$ cat src/rtl/fwd_scoreboard_pkg.sv
// Shared types for the forwarding scoreboard: in-flight slot record, counter width
// and a saturating adder used by the event counters.
package fwd_scoreboard_pkg;

    localparam int CNT_W      = 16;
    // Widest register address a slot record can carry; narrower addresses are zero-extended.
    localparam int MAX_ADDR_W = 8;

    typedef struct packed {
        logic                  valid;
        logic [MAX_ADDR_W-1:0] aw;
        logic                  wrEn;
        logic                  isLoad;
    } slot_t;

    function automatic logic [CNT_W-1:0] satAdd(input logic [CNT_W-1:0] a,
                                                input logic [CNT_W-1:0] b);
        logic [CNT_W:0] sum;
        sum = {1'b0, a} + {1'b0, b};
        return sum[CNT_W] ? {CNT_W{1'b1}} : sum[CNT_W-1:0];
    endfunction

endpackage

$ cat src/rtl/fwd_match.sv
// One operand read port: picks the youngest in-flight producer of rdAddr, else the
// register file, and flags a load whose data is not yet available.
module fwd_match
    import fwd_scoreboard_pkg::*;
#(
    parameter int DATA_W   = 32,
    parameter int ADDR_W   = 5,
    parameter int DEPTH    = 3,
    parameter int LOAD_RDY = 1
) (
    input  slot_t [DEPTH-1:0]        slots,
    input  logic  [ADDR_W-1:0]       rdAddr,
    input  logic  [DATA_W-1:0]       rfData,
    input  logic  [DEPTH*DATA_W-1:0] stageData,
    output logic  [DATA_W-1:0]       opData,
    output logic                     hit,
    output logic                     hazard
);

    logic [MAX_ADDR_W-1:0] addrExt;
    logic [DEPTH-1:0]      matchVec;

    assign addrExt = MAX_ADDR_W'(rdAddr);

    generate
        for (genvar gi = 0; gi < DEPTH; gi++) begin : g_match
            assign matchVec[gi] = slots[gi].valid & slots[gi].wrEn &
                                  (slots[gi].aw == addrExt) & (addrExt != '0);
        end
    endgenerate

    // Walk oldest to youngest so the lowest matching slot has the final say; hazard
    // is taken from that same slot, so an older ready copy cannot hide a young load.
    always_comb begin
        opData = rfData;
        hit    = 1'b0;
        hazard = 1'b0;
        for (int k = DEPTH - 1; k >= 0; k--) begin
            if (matchVec[k]) begin
                opData = stageData[k*DATA_W +: DATA_W];
                hit    = 1'b1;
                hazard = slots[k].isLoad && (k < LOAD_RDY);
            end
        end
    end

endmodule

$ cat src/rtl/fwd_scoreboard.sv
// In-flight destination tracker: shifts issued instructions through DEPTH slots,
// forwards results to the decode operands, detects load-use stalls, drives writeback.
module fwd_scoreboard
    import fwd_scoreboard_pkg::*;
#(
    parameter int DATA_W   = 32,
    parameter int ADDR_W   = 5,
    parameter int DEPTH    = 3,
    parameter int NRD      = 2,
    parameter int LOAD_RDY = 1
) (
    input  logic                     clk,
    input  logic                     rst_n,
    input  logic                     issue_valid,
    input  logic [ADDR_W-1:0]        issue_aw,
    input  logic                     issue_wr_en,
    input  logic                     issue_is_load,
    input  logic                     flush,
    input  logic [NRD*ADDR_W-1:0]    rd_addr,
    input  logic [NRD*DATA_W-1:0]    rf_data,
    input  logic [DEPTH*DATA_W-1:0]  stage_data,
    output logic [NRD*DATA_W-1:0]    op_data,
    output logic                     stall,
    output logic                     wb_en,
    output logic [ADDR_W-1:0]        wb_aw,
    output logic [CNT_W-1:0]         fwd_cnt,
    output logic [CNT_W-1:0]         stall_cnt
);

    slot_t [DEPTH-1:0] slotsReg;
    slot_t [DEPTH-1:0] slotsNext;
    logic  [NRD-1:0]   hitVec;
    logic  [NRD-1:0]   hazardVec;
    logic  [CNT_W-1:0] hitCount;
    logic  [CNT_W-1:0] fwdCntReg;
    logic  [CNT_W-1:0] stallCntReg;

    generate
        for (genvar gi = 0; gi < NRD; gi++) begin : g_port
            fwd_match #(
                .DATA_W   (DATA_W),
                .ADDR_W   (ADDR_W),
                .DEPTH    (DEPTH),
                .LOAD_RDY (LOAD_RDY)
            ) u_match (
                .slots     (slotsReg),
                .rdAddr    (rd_addr[gi*ADDR_W +: ADDR_W]),
                .rfData    (rf_data[gi*DATA_W +: DATA_W]),
                .stageData (stage_data),
                .opData    (op_data[gi*DATA_W +: DATA_W]),
                .hit       (hitVec[gi]),
                .hazard    (hazardVec[gi])
            );
        end
    endgenerate

    assign stall = |hazardVec;

    always_comb begin
        slotsNext           = slotsReg;
        slotsNext[0].valid  = issue_valid & ~stall & ~flush;
        slotsNext[0].aw     = MAX_ADDR_W'(issue_aw);
        slotsNext[0].wrEn   = issue_wr_en;
        slotsNext[0].isLoad = issue_is_load;
        // A taken branch also kills the instruction currently in execute.
        slotsNext[1]        = slotsReg[0];
        if (flush) begin
            slotsNext[1].valid = 1'b0;
        end
        for (int k = 2; k < DEPTH; k++) begin
            slotsNext[k] = slotsReg[k-1];
        end
    end

    always_comb begin
        hitCount = '0;
        for (int i = 0; i < NRD; i++) begin
            hitCount = hitCount + CNT_W'(hitVec[i]);
        end
    end

    always_ff @(posedge clk or negedge rst_n) begin
        if (!rst_n) begin
            slotsReg    <= '0;
            fwdCntReg   <= '0;
            stallCntReg <= '0;
        end else begin
            slotsReg <= slotsNext;
            if (issue_valid && !stall) begin
                fwdCntReg <= satAdd(fwdCntReg, hitCount);
            end
            if (issue_valid && stall) begin
                stallCntReg <= satAdd(stallCntReg, CNT_W'(1));
            end
        end
    end

    // Register zero is hard-wired, so a retiring write to it is dropped.
    assign wb_en     = slotsReg[DEPTH-1].valid & slotsReg[DEPTH-1].wrEn &
                       (slotsReg[DEPTH-1].aw != '0);
    assign wb_aw     = slotsReg[DEPTH-1].aw[ADDR_W-1:0];
    assign fwd_cnt   = fwdCntReg;
    assign stall_cnt = stallCntReg;

endmodule

$ cat config.mk
export PLATFORM = sky130hd
export DESIGN_NAME = fwd_scoreboard
export DESIGN_NICKNAME = d
export VERILOG_FILES = /design/src/rtl/fwd_scoreboard_pkg.sv /design/src/rtl/fwd_match.sv /design/src/rtl/fwd_scoreboard.sv
export SDC_FILE = /design/constraint.sdc
export NUM_CORES = 1
export LEC_CHECK = 0
export CAP_MARGIN = 0
export CORE_MARGIN = 2
export CORE_UTILIZATION = 38
export CTS_CLUSTER_SIZE = 8
export DETAILED_ROUTE_END_ITERATION = 10
export PLACE_DENSITY = 0.8
export SKIP_CTS_REPAIR_TIMING = 1
export SYNTH_ARGS = -nofsm -noshare
export SYNTH_HDL_FRONTEND = slang
export SYNTH_HIERARCHICAL = 1
export SYNTH_SLANG_ARGS = --single-unit
$ cat constraint.sdc
create_clock -name clk -period 2.7 [get_ports clk]
set_input_delay 0.27 -clock clk [delete_from_list [all_inputs] [get_ports clk]]
set_output_delay 0.27 -clock clk [all_outputs]
set_load 0.005 [all_outputs]
# After elaboration in Yosys (flattened, before gate mapping)

Cells that the tools add are included.
W data, S select, Z words.

Logic and storage cells: 65
RAM bits: 0
Input port bits: 181
Memories kept: 0
Output and inout bits: 103
Bits in registers: 54
Bits in latches: 0
ROM bits: 0

Multipliers: 0
Divide/modulo/power cells: 0
Reductions and logical operators: 7
Add/subtract/negate cells: 3
Magnitude comparators: 0
Equality and inequality tests: 6
Shift operators: 0
Multiplexer cells: 17
Bitwise operators: 20

Operators with widths:

| cell                    | count |
|---|---|
| $mux W32                | 6 |
| $mux W16                | 2 |
| $eq A5 B5 Y1            | 6 |
| $reduce_bool A8 Y1      | 3 |
| $and A1 B1 Y1           | 18 |
| $add A16 B1 Y17 const B | 1 |
| $add A16 B2 Y17         | 1 |
| $mux W1                 | 9 |
| $add A1 B1 Y2           | 1 |
| $logic_and A1 B1 Y1     | 2 |
| $not A1 Y1              | 2 |
| $reduce_or A2 Y1        | 1 |
| $logic_not A1 Y1        | 1 |

# Longest topological paths before layout

Word-level depth: 9
Depth in mapped cells: 14
Depth with buffers taken out: 13

# By module

Netlist, hierarchy kept.

Modules (own cells, without submodules):

| module         | seq. area each (um2) | area each (um2) | instances | cells each |
|---|---|---|---|---|
| fwd_match      | 0.0                  | 1,701.6         | 2         | 258 |
| fwd_scoreboard | 1,401.3              | 2,322.2         | 1         | 208 |

# Worst setup path after synthesis

OpenSTA, ideal clock, no wires.

Kind: register -> register
Start point: register slotsReg, in the netlist wb_aw[1]
End point: register fwdCntReg[14], in the netlist fwd_cnt[14]
Data required time: 2,578 ps
Slack: -283 ps
Arrival time: 2,861 ps
Setup time: 122 ps
Clock period less this slack: 2,983 ps
Path buffers: 1
Cell stages (with the launch flop): 15
Cell sequence: dfrtp_1 -> xor2_1 -> nor3_4 -> and4_4 -> buf_6 -> or3_1 -> inv_1 -> fa_1 -> inv_1 -> ha_1 -> and4_1 -> nand2_2 -> or4_4 -> nor3_2 -> a21oi_1

Cells in the longest elaborated chain, start to end: 9
Elaborated cells on any way between the ends: 15
Classes of those cells: add/sub (2); eq/ne (2); mux (7); bitwise (4)

RTL lines:

| element                | line                     | text |
|---|---|---|
| start, declared        | fwd_scoreboard.sv:30     | `slot_t [DEPTH-1:0] slotsReg;` |
| start signal, assigned | fwd_scoreboard.sv:88     | `slotsReg <= slotsNext;` |
| $eq A5 B5 Y1           | fwd_match.sv:28          | `(slots[gi].aw == addrExt) & (addrExt != '0);` |
| $and A1 B1 Y1          | fwd_match.sv:27          | `assign matchVec[gi] = slots[gi].valid & slots[gi].wrEn &` |
| $and A1 B1 Y1          | fwd_match.sv:28          |  |
| $mux W1 (3 in a row)   | fwd_match.sv:39          | `if (matchVec[k]) begin` |
| via hitVec[0]          | fwd_scoreboard.sv:32     | `logic [NRD-1:0] hitVec;` |
| $add A1 B1 Y2          | fwd_scoreboard.sv:78     | `hitCount = hitCount + CNT_W'(hitVec[i]);` |
| $add A16 B2 Y17        | fwd_scoreboard_pkg.sv:19 | `sum = {1'b0, a} + {1'b0, b};` |
| $mux W16               | fwd_scoreboard_pkg.sv:20 | `return sum[CNT_W] ? {CNT_W{1'b1}} : sum[CNT_W-1:0];` |
| end signal, assigned   | fwd_scoreboard.sv:90     | `fwdCntReg <= satAdd(fwdCntReg, hitCount);` |
| end, declared          | fwd_scoreboard.sv:35     | `logic [CNT_W-1:0] fwdCntReg;` |

The timed path passes the listed nets, and every way through them passes these cells.
A chain may end at the register's enable or synchronous reset.

# Final worst setup path

Start point: register slotsReg, in the netlist slotsNext[14]
End point: register fwdCntReg[14], in the netlist fwd_cnt[14]

Cells in the longest elaborated chain, start to end: 7
Elaborated cells on any way between the ends: 16
Classes of those cells: add/sub (2); eq/ne (2); mux (5); bitwise (4); reduce/logical (3)

RTL lines:

| element         | line |
|---|---|
| $eq A5 B5 Y1    | fwd_match.sv:28 |
| $and A1 B1 Y1   | fwd_match.sv:27 |
| $and A1 B1 Y1   | fwd_match.sv:28 |
| $mux W1         | fwd_match.sv:39 |
| via hitVec[0]   | fwd_scoreboard.sv:32 |
| $add A1 B1 Y2   | fwd_scoreboard.sv:78 |
| $add A16 B2 Y17 | fwd_scoreboard_pkg.sv:19 |
| $mux W16        | fwd_scoreboard_pkg.sv:20 |

The timed path passes the listed nets, and every way through them passes these cells.

==> summary.md <==
| Metric | Value |
|---|---|
| Outcome | `finished with violations` |
| Failing checks | `negative setup slack` |
| Worst path required time | `2.88 ns` |
| Post-route minimum period | `2.99 ns` |
| Worst-margin pin slew | `0.683 ns` |
| Total CTS buffers | `5` |
| Grt total ovfl | `0` |
| Placed Cells | `1202` |
| Highest metal used | `met5` |
| Final Cycle Share | `111%` |
| Number of synthesis warnings | `6` |
| Setup violations, final | `53` |
| RSZ-0062 raised after global routing | `yes` |
| Port bufs | `283` |
| Worst hold-check path type | `primary input to async pin` |
| Iter 0 DRT Violations | `703` |
| Crit path capture type | `flop` |
| Overall power | `2.36 mW` |
| Final ANT Viol Nets | `0` |
| Finished Layout Cells | `1236` |
| Drt total wl | `25700 um` |
| Switch share | `29.2%` |
| Clock Tree Buf Depth | `2` |
| Max VDD drop | `0.344 mV` |
| Detailed Routing Iterations Pass 1 | `5` |
| Average size of a mapped cell | `7.86 um^2` |
| Combinational share of power | `35.2%` |
| Total GRT Usage | `28.7%` |
| Routability cong. | `0.945` |
| Critical Path AT | `3.17 ns` |
| Met2 wire length | `12100 um` |
| H-tree depth | `2` |
| Fill count | `1163` |
| NetSw | `690 uW` |
| PD cells | `238 mW/mm^2` |
| WS Path Type | `flop to flop` |
| Internal | `1.67 mW` |
| Vias/cell | `5.87` |
| Vias in the first global route | `6717` |
| CTS tree | `yes` |
| Clock share of power | `28.2%` |
| Core ar. | `0.0146 mm^2` |
| Core Util, Final | `67.9%` |
| Io pins | `284` |
| Max-cap violations | `0` |
| Sequential power share | `36.6%` |
| P&R area growth vs syn | `74.5%` |
| TritonCTS sink count | `54` |
| Maximum clock rate | `335 MHz` |
| Highest-count cells in the layout ignoring fill and taps | `clkdlybuf4s50_1 (244), nand2_1 (95), inv_1 (75), o21ai_1 (69), a41oi_1 (64)` |
| Clk Latency, worst-skew pair | `0.29 ns` |
| LEAKAGE | `4.35 nW` |
| DP Worst Slack | `-0.569 ns` |
| Initial antenna violation count | `3` |
| Global-route wire length before repair | `37200 um` |
| Die extent in x | `126 um` |
| Synthesized area | `0.00568 mm^2` |
| Pin count of the biggest net entering global routing | `55` |
| Worst setup SP type | `flop` |
| Clock skew | `0.0145 ns` |
| Vias | `7250` |
| DRC | `0` |
| DR WL/cell | `20.8 um` |
| Nets@finish | `1233` |
| Die Height | `126 um` |
| Row count | `44` |
| Die Area | `0.0159 mm^2` |
| CTS clk-pin slew, worst paths | `0.08 ns` |
| Commonest non-fill, non-tap cell in the layout | `clkdlybuf4s50_1` |
| Final hold violations | `0` |
| Slew Viols, Final | `0` |
| WL met3 | `2510 um` |
| Max_slew headroom | `54.5%` |
| Post-Syn Instances | `722` |
| CP Max Fanout | `3` |
| Root Buffer | `clkbuf_16` |
| Starting Density | `38.9%` |
| M1 WL | `10100 um` |
| Final worst slack | `-0.287 ns` |
| DP HPWL | `17600 um` |
| Layout cell share with drive strength beyond 1 | `20.4%` |
## through the flow
step	TNS (ns)	cell area, um^2	hold WS [ns]
after floorplan	-0.268	5780	-0.0256
after global placement	-34.62	8970	0.391
after detailed placement	-37.28	8970	0.393
after CTS	-30.40	9130	0.123
after global routing	-12.39	9900	0.159
final	-6.24	9900	0.0903
## layout make-up
| cell class | instances | area, um^2 | area share (%) |
|---|---|---|---|
| clock inverter | 3 | 28.8 | 0.291 |
| tap | 184 | 230 | 2.32 |
| antenna | 2 | 5.00 | 0.0505 |
| multi-input combinational | 545 | 4030 | 40.6 |
| timing repair buffer | 366 | 3840 | 38.8 |
| sequential | 54 | 1360 | 13.7 |
| inverter | 77 | 292 | 2.94 |
| clock buffer | 5 | 125 | 1.26 |
## state kept, by name, summed over array words and instances (netlist names)
| register | cells |
|---|---|
| fwd_cnt | 16 |
| slotsNext | 14 |
| slotsReg | 3 |
| wb_aw | 5 |
| stall_cnt | 16 |
## worst max-delay path: stages (launching register included)
cell	delay, ns
dfrtp_1	0.44
xnor2_1	0.22
nand4_1	0.23
nor3_4	0.29
or3_4	0.16
inv_1	0.05
fa_2	0.36
inv_2	0.09
ha_4	0.13
and4_4	0.22
nand2_4	0.06
or4_4	0.46
nor3_4	0.13
a21oi_2	0.04
## metal layers
layer | GRT usage (%) | up-vias
met4 | 9.24 | 2
met5 | 0 | -
met1 | 37.3 | 3421
met2 | 48.5 | 481
met3 | 5.35 | 74
li1 | - | 3272
## power groups by stage
stage	Combinational (mW)	Sequential (mW)	Clock, mW
after floorplan	0.258	0.869	0
after global placement	0.782	0.876	0
after detailed placement	0.786	0.876	0
after CTS	0.791	0.861	0.682
after global routing	0.883	0.868	0.705
final	0.831	0.864	0.665
## final timing paths
path	end	startpoint	slack (ns)	cells after the start
min in group clk	slotsNext[14]	issue_aw[1]	0.41	1
worst max-delay path	fwd_cnt[14]	slotsNext[14]	-0.29	13
max in group asynchronous	wb_aw[4]	rst_n	2.13	2
worst max register to register	fwd_cnt[14]	slotsNext[14]	-0.29	13
worst min register to register	slotsReg[23]	slotsNext[23]	0.43	0
worst min-delay path	stall_cnt[9]	rst_n	0.09	2
(Power assumes the default switching activity.)
